[config.mk]
export PLATFORM = sky130hd
export DESIGN_NAME = fpga_io_filt_flat
export DESIGN_NICKNAME = d
export VERILOG_FILES = /design/src/rtl/fpga_io_filt_if.sv /design/src/rtl/fpga_io_filt.sv /design/src/flat_wrapper.sv
export SDC_FILE = /design/constraint.sdc
export NUM_CORES = 2
export LEC_CHECK = 0
export CAP_MARGIN = 40
export CORE_AREA = 2 2 303 305
export CTS_BUF_LIST = sky130_fd_sc_hd__clkbuf_4
export DETAILED_ROUTE_END_ITERATION = 10
export DIE_AREA = 0 0 305 307
export GPL_TIMING_DRIVEN = 0
export PLACE_DENSITY = 0.58
export SLEW_MARGIN = 5
export SYNTH_ARGS = -nofsm -noshare
export SYNTH_HDL_FRONTEND = slang
export SYNTH_SLANG_ARGS = --single-unit
[constraint.sdc]
create_clock -name clk -period 44.1 [get_ports clk]
set_clock_uncertainty 0.1 [all_clocks]
set_input_delay 8.82 -clock clk [delete_from_list [all_inputs] [get_ports clk]]
set_output_delay 8.82 -clock clk [all_outputs]
set_load 0.01 [all_outputs]
[src/rtl/fpga_io_filt_if.sv]
// Bundle between the register file and the pad ring for fpga_io_filt.
// Every signal is a level sampled on the rising edge. There is no valid/ready handshake.
// evt_clr is the only pulse: it is a one-cycle write-one-to-clear request.
interface fpga_io_filt_if #(
    parameter int N = 96
);
    logic [N-1:0] fpga_o;
    logic [N-1:0] output_pad;
    logic [N-1:0] input_pad;
    logic [N-1:0] fpga_i;
    logic [N-1:0] rise_en;
    logic [N-1:0] fall_en;
    logic [N-1:0] evt_clr;
    logic [N-1:0] evt;
    logic         irq;

    modport master (
        output fpga_o, input_pad, rise_en, fall_en, evt_clr,
        input  output_pad, fpga_i, evt, irq
    );

    modport slave (
        input  fpga_o, input_pad, rise_en, fall_en, evt_clr,
        output output_pad, fpga_i, evt, irq
    );
endinterface

[src/rtl/fpga_io_filt.sv]
// Pad I/O stage: registered outputs, and inputs that are synchronised and debounced.
// The debounced inputs drive sticky per-bit edge events and one registered interrupt.
module fpga_io_filt #(
    parameter int   CH          = 3,
    parameter int   W           = 32,
    parameter int   SYNC_STAGES = 2,
    parameter int   FILT_LEN    = 4,
    parameter logic OUT_RST     = 1'b1,
    parameter logic IN_RST      = 1'b1
) (
    input logic          clk,
    input logic          rst,
    fpga_io_filt_if.slave bus
);
    localparam int N  = CH * W;
    localparam int CW = $clog2(FILT_LEN + 1);
    localparam logic [CW-1:0] CNT_LAST = CW'(FILT_LEN - 1);

    logic [N-1:0]                  out_q;
    logic [SYNC_STAGES-1:0][N-1:0] sync_q, sync_d;
    logic [N-1:0]                  s;
    logic [N-1:0]                  f_q, f_d;
    logic [CW-1:0]                 cnt_q [N];
    logic [CW-1:0]                 cnt_d [N];
    logic [N-1:0]                  evt_q, evt_d;
    logic [N-1:0]                  rise_set, fall_set;
    logic                          irq_q;

    assign sync_d = {sync_q[SYNC_STAGES-2:0], bus.input_pad};
    assign s      = sync_q[SYNC_STAGES-1];

    // The count restarts whenever s agrees with f, so only an unbroken run of FILT_LEN disagreeing cycles flips f.
    always_comb begin
        f_d = f_q;
        for (int b = 0; b < N; b++) begin
            cnt_d[b] = '0;
            if (s[b] != f_q[b]) begin
                if (cnt_q[b] == CNT_LAST) begin
                    f_d[b] = s[b];
                end else begin
                    cnt_d[b] = cnt_q[b] + 1'b1;
                end
            end
        end
    end

    // Setting the flag takes priority over a clear in the same cycle, so no edge is lost.
    assign rise_set = f_d & ~f_q & bus.rise_en;
    assign fall_set = ~f_d & f_q & bus.fall_en;
    assign evt_d    = (evt_q & ~bus.evt_clr) | rise_set | fall_set;

    always_ff @(posedge clk or posedge rst) begin
        if (rst) begin
            out_q  <= {N{OUT_RST}};
            sync_q <= {(SYNC_STAGES * N){IN_RST}};
            f_q    <= {N{IN_RST}};
            evt_q  <= '0;
            irq_q  <= 1'b0;
            for (int b = 0; b < N; b++) begin
                cnt_q[b] <= '0;
            end
        end else begin
            out_q  <= bus.fpga_o;
            sync_q <= sync_d;
            f_q    <= f_d;
            evt_q  <= evt_d;
            irq_q  <= |evt_q;
            cnt_q  <= cnt_d;
        end
    end

    assign bus.output_pad = out_q;
    assign bus.fpga_i     = f_q;
    assign bus.evt        = evt_q;
    assign bus.irq        = irq_q;
endmodule
[src/flat_wrapper.sv]
// flat-port wrapper written by rule: the top's interface ports become plain ports
module fpga_io_filt_flat 
#(
    parameter int   CH          = 3,
    parameter int   W           = 32,
    parameter int   SYNC_STAGES = 2,
    parameter int   FILT_LEN    = 4,
    parameter logic OUT_RST     = 1'b1,
    parameter logic IN_RST      = 1'b1
)
  (clk, rst, bus_fpga_o, bus_input_pad, bus_rise_en, bus_fall_en, bus_evt_clr, bus_output_pad, bus_fpga_i, bus_evt, bus_irq);
  fpga_io_filt_if bus_i ();
  input logic clk;
  input logic rst;
  input wire logic [$bits(bus_i.fpga_o)-1:0] bus_fpga_o;
  input wire logic [$bits(bus_i.input_pad)-1:0] bus_input_pad;
  input wire logic [$bits(bus_i.rise_en)-1:0] bus_rise_en;
  input wire logic [$bits(bus_i.fall_en)-1:0] bus_fall_en;
  input wire logic [$bits(bus_i.evt_clr)-1:0] bus_evt_clr;
  output wire logic [$bits(bus_i.output_pad)-1:0] bus_output_pad;
  output wire logic [$bits(bus_i.fpga_i)-1:0] bus_fpga_i;
  output wire logic [$bits(bus_i.evt)-1:0] bus_evt;
  output wire logic [$bits(bus_i.irq)-1:0] bus_irq;
  assign bus_i.fpga_o = bus_fpga_o;
  assign bus_i.input_pad = bus_input_pad;
  assign bus_i.rise_en = bus_rise_en;
  assign bus_i.fall_en = bus_fall_en;
  assign bus_i.evt_clr = bus_evt_clr;
  assign bus_output_pad = bus_i.output_pad;
  assign bus_fpga_i = bus_i.fpga_i;
  assign bus_evt = bus_i.evt;
  assign bus_irq = bus_i.irq;
  fpga_io_filt #(.CH(CH), .W(W), .SYNC_STAGES(SYNC_STAGES), .FILT_LEN(FILT_LEN), .OUT_RST(OUT_RST), .IN_RST(IN_RST)) u_core (.clk(clk), .rst(rst), .bus(bus_i));
endmodule
# After elaboration in Yosys (flattened, before gate mapping)
# Cells that the tools add are included.
totals:
  inputBits: 482
  regBits: 769
  output_inout_bits: 289
  word_cells: 785
classes:
  n_reduce_logical: 1
  n_addsub: 96
  bitwise_logic: 10
  eq_ne: 192
  muxes: 384
ops:
  columns: ["cell", "count"]
  rows:
  - ["$mux 3", 192]
  - ["$and 96x96->96", 5]
  - ["$add 3x1->3 const B", 96]
  - ["$eq 3x2->1 const B", 96]
  - ["$not 96->96", 3]
  - ["$mux 1", 192]
  - ["$or 96x96->96", 2]
  - ["$ne 1x1->1", 96]
  - ["$reduce_or 96->1", 1]

# Logic depth before layout (Yosys ltp)
depth:
  ltp_word: 7
  ltp_mapped: 4
  mapped_depth_nobuf: 4

# Worst setup path after synthesis
# Ideal clock, no wire load.
synth_path:
  path_type: "register -> output"
  startpoint: "register u_core.f_q[0], in the netlist u_core.bus.fpga_i[0]"
  endpoint: "output bus_fpga_i[0]"
  setup_slack_ns: 34.622
  path_stages_with_launch: 1
  arrival_ns: 0.558
  required_time_ns: 35.180
  n_path_buf: 0
  cell_sequence: "dfstp_2"
synth_lines:
  columns: ["item", "line_no", "rtl"]
  rows:
  - ["start, declared", "fpga_io_filt.sv:22", "logic [N-1:0] f_q, f_d;"]
  - ["start signal, assigned", "fpga_io_filt.sv:56", "f_q <= {N{IN_RST}};"]
  - ["end, declared", "flat_wrapper.sv:21", "output wire logic [$bits(bus_i.fpga_i)-1:0] bus_fpga_i;"]
# No word-level cell between the ends.

# Worst setup path in the final report
layout_path:
  startpoint: "register u_core.evt_q[84], in the netlist u_core.bus.evt[84]"
  endpoint: "output bus_evt[84]"
layout_lines:
  columns: ["item", "line_no", "rtl"]
  rows:
  - ["start, declared", "fpga_io_filt.sv:25", "logic [N-1:0] evt_q, evt_d;"]
  - ["start signal, assigned", "fpga_io_filt.sv:66", "evt_q <= evt_d;"]
  - ["end, declared", "flat_wrapper.sv:22", "output wire logic [$bits(bus_i.evt)-1:0] bus_evt;"]
# No word-level cell between the ends.

==> out/qor.yml <==
outcome:
  outcome: "completed"
place:
  portBuffers: 770
  place_hpwl_mm: 55.1
  place_ws_ps: 32590
  routabilityCongestion: 0.827
  dpl_cell_area_um2: 37800
floorplan:
  die_area_um2: 93600
  rows: 111
  fp.dieW_um: 305
  die_h_um: 307
  pin_count: 771
  core-area_um2: 90700
  start_util_pct: 31.3
yosys:
  netlist_top_cells_count: "dfrtp_1, dfstp_2, inv_1"
  synth_top_area_share_pct: 35.6
  syn-num-nets: 2666
  synth_edf_count: 0
  yosysUniqueCellTypes: 19
  synth-main-ff-cell: "dfrtp_1"
  syn_area_per_cell_um2: 13.6
  syn_area_um2: 28400
  synth_cells: 2088
  seq_area_frac_synth_pct: 69.5
  synth.area.top_cells: "dfstp_2, dfrtp_1, ha_1, mux2_2, nor3b_1"
  yosys_warnings: 0
  yosysMostFrequentCell: "dfrtp_1"
  synth_top_area_cell: "dfstp_2"
  ys_ff_latch: 769
  async_flop_share_pct: 100
detailed_routing:
  drc: 0
  final_antenna_net_count: 0
  drt_iter0_drc: 1010
  vias: 19391
  dr.pass1.iters: 5
  finalWirelength_mm: 73.2
  vias_per_cell: 4.37
  wl_per_cell_um: 16.5
sta:
  finalHoldViolations: 0
  tightestPinTransition_ps: 757
  fmax_mhz: 89.3
  period_needed_ps: 11200
  setup_violations: 0
  worst_slack_ps: 32900
  timing.final.crit_share_pct: 25.4
  rsz0062_at_grt: "no"
  maxSlewHeadroom_pct: 49.0
  setup_tns_ps: 0
  final-max-slew-violation-count: 0
clocking:
  post-cts-setup-buffers: 0
  cts-resized-gates: 0
  clk_pin_slew_worst_paths_ps: 70
  clk_path_buf_depth: 3
  cts_tree: "done"
  hold_buffers: 0
  root_buffer: "clkbuf_4"
  clkSinkCount: 769
  htreeDepth: 4
  numCtsBuffers: 200
  insertion_delay_ps: 1040
critical_path:
  cp_num_cells: 1
  setup.worst_path.end_class: "output pin"
  cp_num_buf_inv: 1
  cp_max_fo: 3
  critical_path_class: "reg2out"
  worstReg2RegStart: "u_core.bus.evt[49]"
  critical-path-top-delay-family: "buffers and inverters"
  worstReg2RegEnd: "u_core.bus.irq"
  crit_slowest_cell: "clkdlybuf4s50_1"
  cp_data_required_time_ps: 35180
  r2r_slack_ps: 41910
  cpPeakStageDelay_ps: 690
  crit_path_cell_trace: "clkdlybuf4s50_1"
  start_kind: "flip-flop"
  crit_arrival_ps: 2280
  reg2reg_depth: 4
grt:
  grt_pass1_wl_mm: 114
  grt_pass1_vias: 21296
  antenna_found_initial: 15
  globalRouteOverflowTotal: 0
  grt_max_degree: 131
  grt_usage_pct: 15.6
pwr:
  power_density_nw_per_um2: 54.6
  irDropWorstVdd_mv: 0.0263
  power_mw: 2.21
  power.leakage_nw: 17.4
final_layout:
  register_area_um2: 19700
  multi_input_area_um2: 8000
  fin_area_um2: 40500
  final_nets: 3647
  layout-drive-gt1-share_pct: 25.5
  synthToLayoutAreaGrowth_pct: 42.7
  fillers: 8293
  post-route-util_pct: 44.6
worst_hold_path:
  holdPathEnd: "u_core.s[11]"
  hp-class: "reg2reg"
  hold_depth: 0
  hold_start: "u_core.sync_d[107]"
job:
  maxCapViolCount: 0
[sequential cells by signal, summed over array words and instances, names as in the netlist]
| signal | cells |
|---|---|
| u_core.bus.irq | 1 |
| u_core.cnt_q | 288 |
| u_core.bus.fpga_i | 96 |
| u_core.bus.evt | 96 |
| u_core.sync_d | 96 |
| u_core.bus.output_pad | 96 |
| u_core.s | 96 |
[cell families after synthesis]
logic type,after synthesis,synth area share [%]
buf+inv,171,2.26
mux,96,3.81
compound gates,192,3.71
fa+ha+maj,96,4.24
xor+xnor,96,2.96
flops,769,69.5
simple gates,668,13.5
[where the power goes]
group          switching (mW)  internal, mW  total (mW)
Combinational           0.249         0.315       0.564
Clock                   0.290         0.342       0.633
Sequential              0.120         0.891        1.01
Total                   0.659          1.55        2.21
[per-layer routing]
| layer | GRT usage [%] | wire length [um] |
|---|---|---|
| met4 | 7.47 | 2260 |
| met5 | 0 | 93 |
| met3 | 6.28 | 6070 |
| met1 | 17.0 | 27600 |
| met2 | 26.5 | 37200 |
[layout by cell type, fill, tap and decap left out, types with 38 or more instances in the layout]
cell type	n
clkdlybuf4s50_1	770
nand2_1	156
ha_1	96
dfstp_2	384
nand3b_1	59
nor2_1	38
clkbuf_4	323
inv_1	170
nor3_1	96
o21ai_0	118
nor2b_1	118
dfrtp_1	385
mux2_2	96
xnor2_1	96
nor3b_1	133
[area by class of cell]
cell class / count / area share, %
multi-input combinational: 1148 / 19.8
antenna: 9 / 0.0557
clock buffer: 323 / 5.99
clock inverter: 48 / 0.640
timing repair buffer: 779 / 19.5
tap: 1186 / 3.67
inverter: 171 / 1.60
sequential: 769 / 48.7
[worst max-delay path by stage]
| stage | from | to | slack [ps] |
|---|---|---|---|
| after detailed placement | rst | u_core.cnt_q[211] | 32590 |
| after global placement | rst | u_core.bus.evt[15] | 6350 |
| after floorplan | rst | u_core.bus.evt[0] | 14230 |
| final | u_core.bus.evt[84] | bus_evt[84] | 32900 |
| after global routing | u_core.bus.evt[36] | bus_evt[36] | 32700 |
| after CTS | u_core.bus.evt[36] | bus_evt[36] | 32670 |
[metrics by stage]
step | hold slack, ps | cells
3_5_place_dp | 247 | 4053
6_report | 213 | 4433
5_1_grt | 181 | 4428
2_1_floorplan | 245 | 2088
4_1_cts | 185 | 4424
3_3_place_gp | 246 | 4044
No activity file was read; power rests on OpenSTA's default activity.
